### src/rtl/mem_arb_pkg.sv
// Shared definitions for the memory port arbiter: requester IDs and FSM state encoding.
// Latency: n/a (types and constants only).
// Backpressure: n/a.
package mem_arb_pkg;

  // Requester IDs; these values also appear on grant_id.
  localparam logic [1:0] ID_NONE = 2'd0;
  localparam logic [1:0] ID_IF   = 2'd1;
  localparam logic [1:0] ID_DM   = 2'd2;
  localparam logic [1:0] ID_INF  = 2'd3;

  typedef enum logic [1:0] {
    ST_IDLE    = 2'd0,
    ST_RD_WAIT = 2'd1,
    ST_WR      = 2'd2,
    ST_RESP    = 2'd3
  } state_t;

endpackage

### src/rtl/arb_pick.sv
// Combinational winner select among fetch, data and inference requests.
// Latency: 0 cycles (pure combinational).
// Backpressure: none; losers simply keep their req high and are picked later.
// Ports: if_req/dm_req/inf_req - requests; last_id - previous winner (the
//        requester after it gets top priority); grant - winning ID or ID_NONE.
module arb_pick
  import mem_arb_pkg::*;
(
  input  logic       if_req,
  input  logic       dm_req,
  input  logic       inf_req,
  input  logic [1:0] last_id,
  output logic [1:0] grant
);

  // Rotation order is dm -> if -> inf -> dm. A last_id of inf (or none)
  // yields the plain dm > if > inf order, which is how fixed mode is built.
  always_comb begin
    grant = ID_NONE;
    case (last_id)
      ID_DM: begin
        if (if_req)       grant = ID_IF;
        else if (inf_req) grant = ID_INF;
        else if (dm_req)  grant = ID_DM;
      end
      ID_IF: begin
        if (inf_req)      grant = ID_INF;
        else if (dm_req)  grant = ID_DM;
        else if (if_req)  grant = ID_IF;
      end
      default: begin
        if (dm_req)       grant = ID_DM;
        else if (if_req)  grant = ID_IF;
        else if (inf_req) grant = ID_INF;
      end
    endcase
  end

endmodule

### src/rtl/mem_port_arbiter.sv
// Shares one read/write memory port between fetch, data and inference requesters.
// Latency: store ack in the cycle after E0+1, read ack in the cycle after E0+READ_LAT (E0 = accepting edge).
// Backpressure: one access at a time; other requesters hold req until their ack.
// Ports: clk/reset_n; {if,dm,inf}_req/_addr plus dm_we/dm_wdata in; one-cycle
//        {if,dm,inf}_ack out; rdata (held until next read); busy; grant_id;
//        mem_en/mem_ren/mem_wen/mem_addr/mem_din out, mem_dout in.
// Build option: define MEM_ARB_RR_EN for rotating priority (default fixed dm > if > inf).
module mem_port_arbiter
  import mem_arb_pkg::*;
#(
  parameter int ADDR_W   = 16,
  parameter int DATA_W   = 32,
  parameter int READ_LAT = 3     // legal 1..15
) (
  input  logic              clk,
  input  logic              reset_n,
  input  logic              if_req,
  input  logic [ADDR_W-1:0] if_addr,
  output logic              if_ack,
  input  logic              dm_req,
  input  logic              dm_we,
  input  logic [ADDR_W-1:0] dm_addr,
  input  logic [DATA_W-1:0] dm_wdata,
  output logic              dm_ack,
  input  logic              inf_req,
  input  logic [ADDR_W-1:0] inf_addr,
  output logic              inf_ack,
  output logic [DATA_W-1:0] rdata,
  output logic              busy,
  output logic [1:0]        grant_id,
  output logic              mem_en,
  output logic              mem_ren,
  output logic              mem_wen,
  output logic [ADDR_W-1:0] mem_addr,
  output logic [DATA_W-1:0] mem_din,
  input  logic [DATA_W-1:0] mem_dout
);

  state_t            state, state_nxt;
  logic [3:0]        cnt, cnt_nxt;
  logic [1:0]        grant_nxt;
  logic              en_nxt, ren_nxt, wen_nxt;
  logic [ADDR_W-1:0] addr_nxt;
  logic [DATA_W-1:0] din_nxt, rdata_nxt;
  logic [1:0]        last_id;
  logic [1:0]        pick_id;

`ifdef MEM_ARB_RR_EN
  logic [1:0] last_q;

  // Remember who won so the next requester in rotation gets first pick.
  always_ff @(posedge clk or negedge reset_n) begin
    if (!reset_n)
      last_q <= ID_DM;
    else if (state == ST_IDLE && pick_id != ID_NONE)
      last_q <= pick_id;
  end

  assign last_id = last_q;
`else
  // Rotation after inf is dm > if > inf, i.e. plain fixed priority.
  assign last_id = ID_INF;
`endif

  arb_pick u_pick (
    .if_req  (if_req),
    .dm_req  (dm_req),
    .inf_req (inf_req),
    .last_id (last_id),
    .grant   (pick_id)
  );

  always_ff @(posedge clk or negedge reset_n) begin
    if (!reset_n) begin
      state    <= ST_IDLE;
      cnt      <= '0;
      grant_id <= ID_NONE;
      mem_en   <= 1'b0;
      mem_ren  <= 1'b0;
      mem_wen  <= 1'b0;
      mem_addr <= '0;
      mem_din  <= '0;
      rdata    <= '0;
    end else begin
      state    <= state_nxt;
      cnt      <= cnt_nxt;
      grant_id <= grant_nxt;
      mem_en   <= en_nxt;
      mem_ren  <= ren_nxt;
      mem_wen  <= wen_nxt;
      mem_addr <= addr_nxt;
      mem_din  <= din_nxt;
      rdata    <= rdata_nxt;
    end
  end

  always_comb begin
    state_nxt = state;
    cnt_nxt   = cnt;
    grant_nxt = grant_id;
    en_nxt    = mem_en;
    ren_nxt   = mem_ren;
    wen_nxt   = mem_wen;
    addr_nxt  = mem_addr;
    din_nxt   = mem_din;
    rdata_nxt = rdata;
    case (state)
      ST_IDLE: begin
        if (pick_id != ID_NONE) begin
          grant_nxt = pick_id;
          en_nxt    = 1'b1;
          case (pick_id)
            ID_IF:   addr_nxt = if_addr;
            ID_DM:   addr_nxt = dm_addr;
            default: addr_nxt = inf_addr;
          endcase
          // dm_we only matters when the data requester actually wins.
          if (pick_id == ID_DM && dm_we) begin
            wen_nxt   = 1'b1;
            din_nxt   = dm_wdata;
            state_nxt = ST_WR;
          end else begin
            ren_nxt   = 1'b1;
            cnt_nxt   = 4'(READ_LAT - 1);
            state_nxt = ST_RD_WAIT;
          end
        end
      end
      ST_WR: begin
        en_nxt    = 1'b0;
        wen_nxt   = 1'b0;
        state_nxt = ST_RESP;
      end
      ST_RD_WAIT: begin
        if (cnt == 4'd0) begin
          rdata_nxt = mem_dout;
          en_nxt    = 1'b0;
          ren_nxt   = 1'b0;
          state_nxt = ST_RESP;
        end else begin
          cnt_nxt = cnt - 4'd1;
        end
      end
      ST_RESP: begin
        grant_nxt = ID_NONE;
        state_nxt = ST_IDLE;
      end
      default: state_nxt = ST_IDLE;
    endcase
  end

  // Acks come straight from registered state, so they are glitch-free and
  // last exactly the single RESP cycle.
  assign if_ack  = (state == ST_RESP) && (grant_id == ID_IF);
  assign dm_ack  = (state == ST_RESP) && (grant_id == ID_DM);
  assign inf_ack = (state == ST_RESP) && (grant_id == ID_INF);
  assign busy    = (state != ST_IDLE);

endmodule

### config.mk
export PLATFORM = sky130hd
export DESIGN_NAME = mem_port_arbiter
export DESIGN_NICKNAME = d
export VERILOG_FILES = /design/src/rtl/mem_arb_pkg.sv /design/src/rtl/arb_pick.sv /design/src/rtl/mem_port_arbiter.sv
export SDC_FILE = /design/constraint.sdc
export NUM_CORES = 1
export LEC_CHECK = 0
export CAP_MARGIN = 20
export CORE_MARGIN = 5
export CORE_UTILIZATION = 24
export DETAILED_ROUTE_END_ITERATION = 6
export SYNTH_ARGS = -nofsm -noshare
export SYNTH_HDL_FRONTEND = slang
export SYNTH_HIERARCHICAL = 1
export SYNTH_SLANG_ARGS = --single-unit
export TNS_END_PERCENT = 20
### constraint.sdc
create_clock -name clk -period 5.45 [get_ports clk]
set_input_delay 0.545 -clock clk [delete_from_list [all_inputs] [get_ports clk]]
set_output_delay 0.545 -clock clk [all_outputs]
set_load 0.02 [all_outputs]
Yosys cells after proc, flatten, opt, wreduce, memory -nomap -nowiden:

Index checks and enable logic that the tools add are counted.

* flip-flop bits (word level): 91
* output and inout bits: 89

* $add $sub $neg: 1
* eq/ne operators: 13
* muxes and demuxes: 23
* reduce and logical (&&, ||, !) cells: 21

Operators with widths (number)
* 16-bit case mux with 2 select lines: 1
* 2-bit 2-to-1 mux: 7
* 4-bit 2-to-1 mux: 3
* 2-bit equality test, second input constant: 5
* 2-bit != test, second input constant: 5
* 2-bit nonzero test: 5
* 3-bit AND reduction: 3
* 2-bit case mux with 4 select lines: 1
* 4-bit case mux with 2 select lines: 1
* 2-bit AND reduction: 4
* 4-bit AND reduction: 2
* 2-bit by 1-bit equality test with 1-bit output, second input constant: 3
* 1-bit 2-to-1 mux: 6
* 1-bit logical AND: 4
* 4-bit zero test: 1
* 1-bit case mux with 2 select lines: 2
* 2-bit case mux with 2 select lines: 1
* 4-bit by 1-bit subtractor with 4-bit output, second input constant: 1
* 1-bit case mux with 3 select lines: 1
* 3-bit nonzero test: 1
* 2-bit zero test: 1

Logic depth before layout (Yosys ltp):

Gate-level depths: netlist of run 1.

* depth after elaboration: 8
* depth in mapped cells: 13
* mapped depth without buffers: 11

Hierarchy:

The synthesis of run 1 kept the hierarchy.

Modules (own cells, without submodules)
* mem_port_arbiter: times used 1, cells each 323, area each 4125.2 um^2, seq. area each 2277.2 um^2
* arb_pick: times used 1, cells each 11, area each 77.6 um^2, seq. area each 0.0 um^2

Worst setup path before layout of run 1:

Ideal clock, no wire load.

* path kind: input to register
* start: input dm_req
* end: register mem_din[16]
* arrival time: 2.094 ns
* path slack: 3.228 ns
* stages on the path: 10
* path buffers: 2
* cell sequence: nand2b_1 -> a21oi_1 -> a211oi_1 -> inv_1 -> ha_1 -> buf_2 -> nor2b_2 -> nand3_2 -> buf_6 -> mux2_1

* word-level cells in the longest chain between the ends: 4
* elaborated cells between the ends (all ways): 5
* those cells by class: 1 x eq/ne; 1 x mux; 3 x reduce/logical

Ends and longest elaborated chain
* start, declared: line mem_port_arbiter.sv:20 `input logic dm_req,`
* 2-bit 2-to-1 mux *: line arb_pick.sv:32 `if (dm_req) grant = ID_DM;`
* net pick_id[0]: line mem_port_arbiter.sv:46 `logic [1:0] pick_id;`
* 2-bit equality test: line mem_port_arbiter.sv:118 `if (pick_id == ID_DM && dm_we) begin`
* 1-bit logical AND: line mem_port_arbiter.sv:118
* 3-bit AND reduction (no line) *
* end signal, assigned: line mem_port_arbiter.sv:92 `mem_din <= din_nxt;`
* end, declared: line mem_port_arbiter.sv:35 `output logic [DATA_W-1:0] mem_din,`

The timed path passes the listed nets; every way through them passes the cells marked *.
A chain may end at the register's enable or synchronous reset.

Worst setup path in the final report of run 1:

Ends and elaborated chain as after synthesis.

==> results of run 1 <==
[synthesized netlist by cell type (all sizes together)]
cell type  instances  area, µm²
a211oi             2       15.0
a21oi              2       10.0
a22o               3       27.5
a22oi             17        133
a2bb2oi            1       8.76
a41o               1       10.0
and3               1       6.26
buf               10        114
clkbuf             8       30.0
conb               1       3.75
dfrtp             91       2280
ha                12        150
inv               14       52.6
mux2              64        830
mux2i              1       10.0
nand2             40        150
nand2b             2       12.5
nand3              2       15.0
nor2               9       50.1
nor2b              1       8.76
nor3               2       10.0
o21ai             41        205
o22ai              1       6.26
o2bb2ai            1       8.76
o31a               1       8.76
o31ai              4       30.0
o41ai              1       8.76
or3b               1       11.3
[sequential cells by signal, summed over array words and instances (netlist names)]
name,cells
grant_id,2
mem_ren,1
mem_addr,16
state,2
cnt,4
mem_en,1
mem_wen,1
rdata,32
mem_din,32
[report_power, final]
part,switching [µW],internal (µW),total [µW],leakage (µW)
registers,179,981,1160,0.00113
clock network,254,461,715,0.000173
logic,838,924,1760,0.00163
[worst max-delay path, cell delays in order]
cell,delay [ns]
sky130_fd_sc_hd__clkdlybuf4s50_1,0.52
sky130_fd_sc_hd__mux2i_1,0.10
sky130_fd_sc_hd__a211oi_1,0.30
sky130_fd_sc_hd__ha_1,0.63
sky130_fd_sc_hd__nand3_2,0.79
sky130_fd_sc_hd__mux2_1,0.58
[area by class of cell]
class                   count  share of cell area (%)
clock inverters             6                    1.66
inverters                  14                   0.774
well taps                 225                    4.15
repair buffers            207                    30.7
flip-flops and latches     91                    33.5
multi-input cells         214                    25.6
clock buffers              10                    3.52
[stage by stage]
stage                     hold slack [ns]  instances  instance area (µm²)
final                               0.218        767                 6790
after floorplan                     0.249        337                 4210
after global routing                0.272        767                 6790
after global placement              0.462        750                 6410
after detailed placement            0.474        751                 6440
after CTS                           0.225        767                 6790
[cells by family after synthesis]
family	count (synthesis)	share of synthesized area, %
buf+inv	32	4.67
compound gates	75	11.2
other cells	1	0.0892
simple gates	58	6.28
mux	65	20.0
flops	91	54.2
fa+ha+maj	12	3.57
[routing by layer]
layer	global-route usage [%]	share of wire, %
met2	19.3	49
met1	13.3	40
met3	4.57	9.5
met4	4.40	2.0
met5	0	0
[how the worst min path moves through the flow]
stage | from | endpoint | slack, ns | cells after the start
floorplan | reset_n | cnt[0]$_DFFE_PN0P_ | 0.25 | 0
global placement | mem_addr[6]$_DFFE_PN0P_ | mem_addr[6]$_DFFE_PN0P_ | 0.46 | 2
detailed placement | mem_addr[5]$_DFFE_PN0P_ | mem_addr[5]$_DFFE_PN0P_ | 0.47 | 2
CTS | reset_n | state[0]$_DFFE_PN0P_ | 0.22 | 1
global route | reset_n | mem_wen$_DFFE_PN0P_ | 0.27 | 1
finish | reset_n | state[1]$_DFFE_PN0P_ | 0.22 | 1
==> metrics.log, run 1 <==
[metrics] result of the run: finished, final reports clean
[metrics] reported max-cap violation count: 0
[metrics] dpl ws: 1.73 ns
[metrics] power density over the cells: about 540 nW/µm²
[metrics] total wire length after detailed routing: between 10000 and 15000 µm
[metrics] data required time at the worst endpoint: around 5.7 ns
[metrics] netlist area before placement: around 4200 µm²
[metrics] via count of the first global-routing pass: between 3000 and 4000
[metrics] number of antenna violations at the first check in global routing: 0
[metrics] Arrival @ worst endpoint: roughly 3.5 ns
[metrics] utilization of the core after routing: about two fifths
[metrics] layout cells sized above 1: between 15 and 20%
[metrics] mean routed wirelength per cell: 15.0 µm
[metrics] fin nets: about 670
[metrics] fmax: 305 MHz
[metrics] quantity of I/O buffers inserted on ports: 206
[metrics] Die X: approximately 140 µm
[metrics] remaining number of nets flagged by the antenna check after routing: 0
[metrics] # H-tree levels: 3
[metrics] hold bufs inserted after CTS: 0
[metrics] drt drc: 0
[metrics] slack of the worst reg-to-reg path: between 2 and 3 ns
[metrics] register area: approximately 2300 µm²
[metrics] Core Box Area: 17200 µm²
[metrics] TritonCTS clock tree: yes
[metrics] Final Hold Vio Count: 0
[metrics] Critical path destination: mem_din[16]$_DFFE_PN0P_
[metrics] first drt pass iteration count: 4
[metrics] height of the die: roughly 140 µm
[metrics] Inserted Diodes: 0
[metrics] TritonCTS Sinks: 91
[metrics] slew at the pin closest to its max-slew limit: between 0.9 and 1 ns
[metrics] overall track demand over capacity in global routing: about 12%
[metrics] full die area: ~20000 µm²
[metrics] wire length of the first global-routing pass: 18600 µm
[metrics] footprint of the multi-input gates: between 1500 and 2000 µm²
[metrics] number of buffers created by CTS: 9
[metrics] relative max-transition margin: 38.3%
[metrics] Post-Syn Area per Cell: ~13 µm²
[metrics] flip-flop and latch count after synthesis: between 90 and 100
[metrics] instance count of the mapped netlist: 334
[metrics] crit path capture type: flip-flop
[metrics] via density per instance: around 4.3
[metrics] detailed placement HPWL: 9040 µm
[metrics] Synth cell types: 36
[metrics] most common cell after layout, fill and taps aside: sky130_fd_sc_hd__clkdlybuf4s50_1
[metrics] R2R depth: 5
[metrics] share of synthesized area occupied by flip-flops and latches: between 50% and 60%
[metrics] final weighted congestion in routability-driven placement: 0.819
[metrics] end of the worst register-to-register path: mem_din[16]$_DFFE_PN0P_
[metrics] final setup violation count: 0
[metrics] launch point of the critical path: dm_req
[metrics] total I/O pin count: ~210
[metrics] number of inserted filler cells in the final layout: 1622
[metrics] critical setup path kind: input port to flip-flop
[metrics] clock latency on the worst-skew pair: 0.34 ns
[metrics] number of buffers inserted by post-CTS setup repair: 0
[metrics] effective utilization at floorplan: between 20% and 30%
[metrics] crit start category: input port
[metrics] Peak supply drop: about 0.24 mV
[metrics] Tcrit/Tclk final: around 60%
[metrics] setup TNS: 0 ns
[metrics] number of gates given a new drive strength after cts: 0
[metrics] pin count of the biggest net entering global routing: 48
[metrics] Hold WC Path Type: input port to async pin
[metrics] commonest non-fill, non-tap cells in the layout: sky130_fd_sc_hd__clkdlybuf4s50_1, sky130_fd_sc_hd__dfrtp_1, sky130_fd_sc_hd__o21ai_0, sky130_fd_sc_hd__nand2_1, sky130_fd_sc_hd__mux2_2
[metrics] total design power: 3640 µW
[metrics] vias post-DR: between 3000 and 4000
[metrics] static leakage: 0.00294 µW
[metrics] critical path fanouts, max: 32
[metrics] setup repair after global routing missed its margin: no
[metrics] clock period minus final worst setup slack: 3.28 ns
[metrics] root buf cell: sky130_fd_sc_hd__clkbuf_16
[metrics] Rows: 48
[metrics] clock slew at reported path FFs: ~0.070 ns
[metrics] first-iteration detailed-routing DRC count: 68
[metrics] Worst Skew: 0.00833 ns
[metrics] Synthesis Warnings: 6
[metrics] layout overhead on the synthesized area: 61.6%
[metrics] Max Transition Viols Final: 0
[metrics] worst setup slack after layout: 2.17 ns
[metrics] RR Startpoint: state[0]$_DFFE_PN0P_
[metrics] clock tree buffer depth: 2
[metrics] grt total ovfl: 0
No activity file was read; power rests on OpenSTA's default activity.
==> inputs of run 2 (changes only) <==
==> constraint.sdc (replaced) <==
create_clock -name clk -period 2.7 [get_ports clk]
set_input_delay 0.27 -clock clk [delete_from_list [all_inputs] [get_ports clk]]
set_output_delay 0.27 -clock clk [all_outputs]
set_load 0.02 [all_outputs]
==> metrics.log, run 2 (synthesis gave the netlist of run 1 again) <==
[metrics] end of the worst register-to-register path: rdata[2]$_DFFE_PN0P_
[metrics] root buf cell: sky130_fd_sc_hd__clkbuf_16
[metrics] TritonCTS clock tree: yes
[metrics] Die X: 142 µm (unchanged)
[metrics] wire length of the first global-routing pass: 18100 µm (-2.6%)
[metrics] TritonCTS Sinks: 91 (unchanged)
[metrics] critical path fanouts, max: 7 (-78%)
[metrics] layout cells sized above 1: 16.0% (+0.53 points)
[metrics] Switching Share: 35.2% (+0.30 points)
[metrics] grt total ovfl: 0 (unchanged)
[metrics] overall track demand over capacity in global routing: 11.2% (-0.32 points)
[metrics] fmax: about 460 MHz
[metrics] Int Power: 4670 µW (+98%)
[metrics] Inserted Diodes: 0 (unchanged)
[metrics] Worst Skew: 0.00765 ns (-0.000675 ns)
[metrics] clock tree buffer depth: 2 (unchanged)
[metrics] detailed placement HPWL: 8900 µm (-1.6%)
[metrics] via count of the first global-routing pass: 3556 (-0.95%)
[metrics] largest registers: mem_din (32), rdata (32), mem_addr (16)
[metrics] reported max-cap violation count: 0 (unchanged)
[metrics] crit start category: flip-flop
[metrics] quantity of I/O buffers inserted on ports: 206 (unchanged)
[metrics] result of the run: finished, final reports clean
[metrics] total I/O pin count: 207 (unchanged)
[metrics] via density per instance: 4.26 (-0.72%)
[metrics] slew at the pin closest to its max-slew limit: 0.578 ns (-0.347 ns)
[metrics] worst hold slack after final layout: 0.468 ns (+0.250 ns)
[metrics] remaining number of nets flagged by the antenna check after routing: 0 (unchanged)
[metrics] Tcrit/Tclk final: 80.6%
[metrics] static leakage: 0.00295 µW (+0.54%)
[metrics] final setup violation count: 0 (unchanged)
[metrics] Rows: 48 (unchanged)
[metrics] mean routed wirelength per cell: 14.7 µm (-2.2%)
[metrics] effective utilization at floorplan: 24.4% (unchanged)
[metrics] crit path capture type: primary output
[metrics] commonest non-fill, non-tap cells in the layout: sky130_fd_sc_hd__clkdlybuf4s50_1, sky130_fd_sc_hd__dfrtp_1, sky130_fd_sc_hd__o21ai_0, sky130_fd_sc_hd__nand2_1, sky130_fd_sc_hd__mux2_2
[metrics] number of buffers inserted by post-CTS setup repair: 0 (unchanged)
[metrics] Arrival @ worst endpoint: 1.91 ns (-1.58 ns)
[metrics] relative max-transition margin: 61.5% (+23 points)
[metrics] Peak supply drop: 0.427 mV (+76%)
[metrics] slack of the worst reg-to-reg path: 0.55 ns (-2.44 ns)
[metrics] number of antenna violations at the first check in global routing: 0 (unchanged)
[metrics] Clk network pwr share: 18.1% (-1.6 points)
[metrics] vias post-DR: 3294 (+0.18%)
[metrics] setup repair after global routing missed its margin: no
[metrics] R2R depth: 6 (+1)
[metrics] height of the die: 142 µm (unchanged)
[metrics] # H-tree levels: 3 (unchanged)
[metrics] Hold WC Path Type: input port to async pin
[metrics] critical setup path kind: flip-flop to primary output
[metrics] Core Box Area: 17200 µm² (unchanged)
[metrics] number of buffers created by CTS: 9 (unchanged)
[metrics] standard cell area after detailed placement: 6500 µm² (+0.97%)
[metrics] most common cell after layout, fill and taps aside: sky130_fd_sc_hd__clkdlybuf4s50_1
[metrics] drt drc: 0 (unchanged)
[metrics] final weighted congestion in routability-driven placement: 0.782 (-4.6%)
[metrics] power density over the cells: 1060 nW/µm² (+98%)
[metrics] layout overhead on the synthesized area: 62.3%
[metrics] relative contribution of sequential cells to total power: 32.3% (+0.4 points)
[metrics] Final Hold Vio Count: 0 (unchanged)
[metrics] clock period minus final worst setup slack: between 2 and 2.5 ns
[metrics] setup TNS: 0 ns (unchanged)
[metrics] fin area: 6820 µm² (+0.46%)
[metrics] fin nets: 674 (+1.0%)
[metrics] net switching component of the power: 2540 µW (+100%)
[metrics] total wire length after detailed routing: 11400 µm (-1.3%)
[metrics] first-iteration detailed-routing DRC count: 75 (+10%)
[metrics] full die area: 20300 µm² (unchanged)
[metrics] first drt pass iteration count: 4 (unchanged)
[metrics] combinational share of power: 49.6% (+1.2 points)
[metrics] RR Startpoint: cnt[0]$_DFFE_PN0P_
[metrics] Max Transition Viols Final: 0 (unchanged)
[metrics] data required time at the worst endpoint: 2.43 ns (-3.23 ns)
[metrics] number of gates given a new drive strength after cts: 0 (unchanged)
[metrics] clock slew at reported path FFs: 0.06 ns (about the same)
[metrics] pin count of the biggest net entering global routing: 51 (+6.3%)
[metrics] clock latency on the worst-skew pair: 0.34 ns (about the same)
run 2: worst max path at each step:
| stage | from | endpoint | slack (ns) |
|---|---|---|---|
| floorplan | dm_req | mem_din[16]$_DFFE_PN0P_ | 0.75 |
| global placement | dm_req | mem_din[20]$_DFFE_PN0P_ | 0.22 |
| detailed placement | dm_req | mem_din[20]$_DFFE_PN0P_ | 0.19 |
| CTS | state[0]$_DFFE_PN0P_ | busy | 0.49 |
| global route | dm_req | mem_din[20]$_DFFE_PN0P_ | 0.36 |
| finish | state[0]$_DFFE_PN0P_ | busy | 0.52 |
run 2: final cells by class:
| type | instances | area, µm² |
|---|---|---|
| fillers | 1640 | 10400 |
| flip-flops and latches | 91 | 2280 |
| repair buffers | 214 | 2160 |
| multi-input cells | 214 | 1740 |
| well taps | 225 | 282 |
| clock buffers | 11 | 233 |
| clock inverters | 5 | 77.6 |
| inverters | 14 | 52.6 |
run 2: per-stage QoR:
step | setup slack, ns | power [µW] | cells | utilization, %
floorplan | 0.753 | 4260 | 337 | -
CTS | 0.487 | 7340 | 774 | 39.6
detailed placement | 0.192 | 5980 | 757 | 37.7
global route | 0.355 | 7660 | 774 | 39.6
global placement | 0.222 | 5900 | 757 | 37.7
finish | 0.522 | 7220 | 774 | 39.6
run 2: power groups by stage:
stage | logic, µW | registers, µW | clock network [µW]
2_1_floorplan | 1230 | 3020 | 0
3_3_place_gp | 3570 | 2330 | 0
3_5_place_dp | 3630 | 2350 | 0
4_1_cts | 3640 | 2340 | 1360
5_1_grt | 3820 | 2420 | 1420
6_report | 3580 | 2330 | 1310
run 2: worst max-delay path, stage by stage (launching register included):
cell	delay [ns]
sky130_fd_sc_hd__dfrtp_1	0.39
sky130_fd_sc_hd__inv_1	0.10
sky130_fd_sc_hd__ha_1	0.29
sky130_fd_sc_hd__inv_1	0.15
sky130_fd_sc_hd__clkdlybuf4s50_1	0.64
run 2: per-layer routing:
layer | up-vias | global-route usage, % | part of all wire [%] | routed length (µm)
li1 | 1595 | - | - | -
met5 | - | 0 | 0 | 0
met3 | 21 | 2.76 | 7.7 | 873
met2 | 140 | 18.5 | 48 | 5420
met1 | 1538 | 13.5 | 42 | 4760
met4 | 0 | 5.70 | 2.8 | 324
run 2: timing repair:
item | CTS | global route
setup endpoints to repair | 0 | 0
hold endpoints to repair | 41 | 0
hold buffers | 1 | 0
==> inputs of run 3 (changes only) <==
==> constraint.sdc (replaced) <==
create_clock -name clk -period 2.2 [get_ports clk]
set_input_delay 0.22 -clock clk [delete_from_list [all_inputs] [get_ports clk]]
set_output_delay 0.22 -clock clk [all_outputs]
set_load 0.02 [all_outputs]
==> metrics.log, run 3 (synthesis gave the netlist of run 1 again) <==
[metrics] root buf cell: sky130_fd_sc_hd__clkbuf_16
[metrics] drt drc: 0 (unchanged)
[metrics] # H-tree levels: 3 (unchanged)
[metrics] number of buffers inserted by post-CTS setup repair: 0 (unchanged)
[metrics] Peak supply drop: 0.500 mV (+17%)
[metrics] clock latency on the worst-skew pair: 0.33 ns (about the same)
[metrics] Hold WC Path Type: input port to async pin
[metrics] fmax: 495 MHz
[metrics] slew at the pin closest to its max-slew limit: 0.631 ns (+0.0528 ns)
[metrics] number of buffers created by CTS: 9 (unchanged)
[metrics] via density per instance: 4.16 (-2.2%)
[metrics] relative max-transition margin: 58.0% (-3.5 points)
[metrics] wire length of the first global-routing pass: 18100 µm (-0.15%)
[metrics] quantity of I/O buffers inserted on ports: 206 (unchanged)
[metrics] via count of the first global-routing pass: 3576 (+0.56%)
[metrics] overall track demand over capacity in global routing: 11.1% (-0.052 points)
[metrics] post-route non-filler standard cell count: 781 (+0.90%)
[metrics] critical path fanouts, max: 8 (+1)
[metrics] reported max-cap violation count: 0 (unchanged)
[metrics] height of the die: 142 µm (unchanged)
[metrics] final weighted congestion in routability-driven placement: 0.792 (+1.3%)
[metrics] number of inserted filler cells in the final layout: 1624 (-0.98%)
[metrics] TritonCTS clock tree: yes
[metrics] result of the run: finished, final reports clean
[metrics] Core Box Area: 17200 µm² (unchanged)
[metrics] Inserted Diodes: 0 (unchanged)
[metrics] TritonCTS Sinks: 91 (unchanged)
[metrics] clock tree buffer depth: 2 (unchanged)
[metrics] effective utilization at floorplan: 24.4% (unchanged)
[metrics] Arrival @ worst endpoint: 1.80 ns (-0.11 ns)
[metrics] chain of cells forming the critical path: ha_2, nand2_1, nor2_1, clkdlybuf4s50_1
[metrics] Die X: 142 µm (unchanged)
[metrics] register area: 2280 µm² (unchanged)
[metrics] Max Transition Viols Final: 0 (unchanged)
[metrics] full die area: 20300 µm² (unchanged)
[metrics] most common cell after layout, fill and taps aside: sky130_fd_sc_hd__clkdlybuf4s50_1
[metrics] layout cells sized above 1: 18.0% (+2.0 points)
[metrics] total wire length after detailed routing: 11300 µm (-1.0%)
[metrics] Final Hold Vio Count: 0 (unchanged)
[metrics] grt total ovfl: 0 (unchanged)
[metrics] Worst Skew: 0.00649 ns (-0.00116 ns)
[metrics] crit start category: flip-flop
[metrics] commonest non-fill, non-tap cells in the layout: sky130_fd_sc_hd__clkdlybuf4s50_1, sky130_fd_sc_hd__dfrtp_1, sky130_fd_sc_hd__o21ai_0, sky130_fd_sc_hd__nand2_1, sky130_fd_sc_hd__mux2_2
[metrics] utilization of the core after routing: 40.1% (+0.52 points)
[metrics] first drt pass iteration count: 4 (unchanged)
[metrics] fin nets: 682 (+1.2%)
[metrics] mean routed wirelength per cell: 14.4 µm (-1.9%)
[metrics] Tcrit/Tclk final: about nine tenths
[metrics] Rows: 48 (unchanged)
[metrics] remaining number of nets flagged by the antenna check after routing: 0 (unchanged)
[metrics] pin count of the biggest net entering global routing: 48 (-5.9%)
[metrics] critical path's slowest cell: sky130_fd_sc_hd__clkdlybuf4s50_1
[metrics] first-iteration detailed-routing DRC count: 71 (-5.3%)
[metrics] data required time at the worst endpoint: 1.98 ns (-0.45 ns)
[metrics] clock period minus final worst setup slack: just over 2 ns
[metrics] footprint of the multi-input gates: 1750 µm² (+0.58%)
[metrics] layout overhead on the synthesized area: 64.5%
[metrics] setup repair after global routing missed its margin: no
[metrics] total design power: 8870 µW (+23%)
[metrics] critical setup path kind: flip-flop to primary output
[metrics] cell count after placement: 765 (+1.1%)
[metrics] vias post-DR: 3251 (-1.3%)
[metrics] clock slew at reported path FFs: 0.06 ns (about the same)
[metrics] detailed placement HPWL: 8810 µm (-1.1%)
[metrics] static leakage: 0.00300 µW (+1.5%)
[metrics] final setup violation count: 0 (unchanged)
[metrics] maximum single-stage delay on the critical path: 0.63 ns (about the same)
[metrics] number of antenna violations at the first check in global routing: 0 (unchanged)
[metrics] power density over the cells: 1280 nW/µm² (+21%)
[metrics] crit path capture type: primary output
[metrics] largest registers: mem_din (32), rdata (32), mem_addr (16)
[metrics] total I/O pin count: 207 (unchanged)
## run 3: final cells by class
type	instances	area share (%)
Sequential cell	91	32.9
Timing Repair Buffer	222	32.5
Multi-Input combinational cell	214	25.3
Tap cell	225	4.07
Clock buffer	11	3.66
Inverter	14	0.760
Clock inverter	4	0.724
## run 3: layer usage
layer / up-vias / part of all wire, % / wire, µm / global-route usage [%]
li1: 1605 / - / - / -
met2: 132 / 47 / 5270 / 18.3
met1: 1503 / 43 / 4850 / 13.6
met3: 11 / 8.3 / 930 / 3.13
met5: - / 0 / 0 / 0
met4: 0 / 1.9 / 210 / 5.00
## run 3: repair_timing
| action | in CTS | in global routing |
|---|---|---|
| hold buffers | 1 | 0 |
| endpoints found under the setup margin | 0 | 38 |
| endpoints found under the hold margin | 46 | 0 |
| resized for setup | 0 | 4 |
## run 3: critical path: cells and delay by family, from the launching register on
family | cells | cell delay, ns
buffers and inverters | 1 | 0.63
DFF | 1 | 0.40
adders and majority gates | 1 | 0.28
and+or+nand+nor | 2 | 0.16
## run 3: power by group
group	switching, µW	leakage (µW)	internal [µW]
clock	609	0.000144	933
sequential	433	0.00113	2430
combinational	2090	0.00172	2380
total	3130	0.00300	5750
## run 3: final timing paths
check | startpoint | end | slack [ns] | depth (start not counted)
max reg2reg | cnt[0]$_DFFE_PN0P_ | rdata[31]$_DFFE_PN0P_ | 0.25 | 6
min | reset_n | rdata[9]$_DFFE_PN0P_ | 0.44 | 2
min reg2reg | mem_addr[2]$_DFFE_PN0P_ | mem_addr[2]$_DFFE_PN0P_ | 0.49 | 2
max | state[0]$_DFFE_PN0P_ | if_ack | 0.18 | 4
max in group asynchronous | reset_n | mem_din[29]$_DFFE_PN0P_ | 1.08 | 3
min in group clk | dm_wdata[24] | mem_din[24]$_DFFE_PN0P_ | 0.48 | 2
## run 3: metrics by stage
step	hold WS [ns]	instance area (µm²)	setup TNS [ns]	setup slack, ns
5_1_grt	0.478	6910	0	0.00794
3_3_place_gp	0.284	6590	-5.94	-0.150
2_1_floorplan	-0.0756	4210	0	0.303
3_5_place_dp	0.284	6590	-8.30	-0.201
6_report	0.437	6910	0	0.178
4_1_cts	0.457	6900	0	0.0377
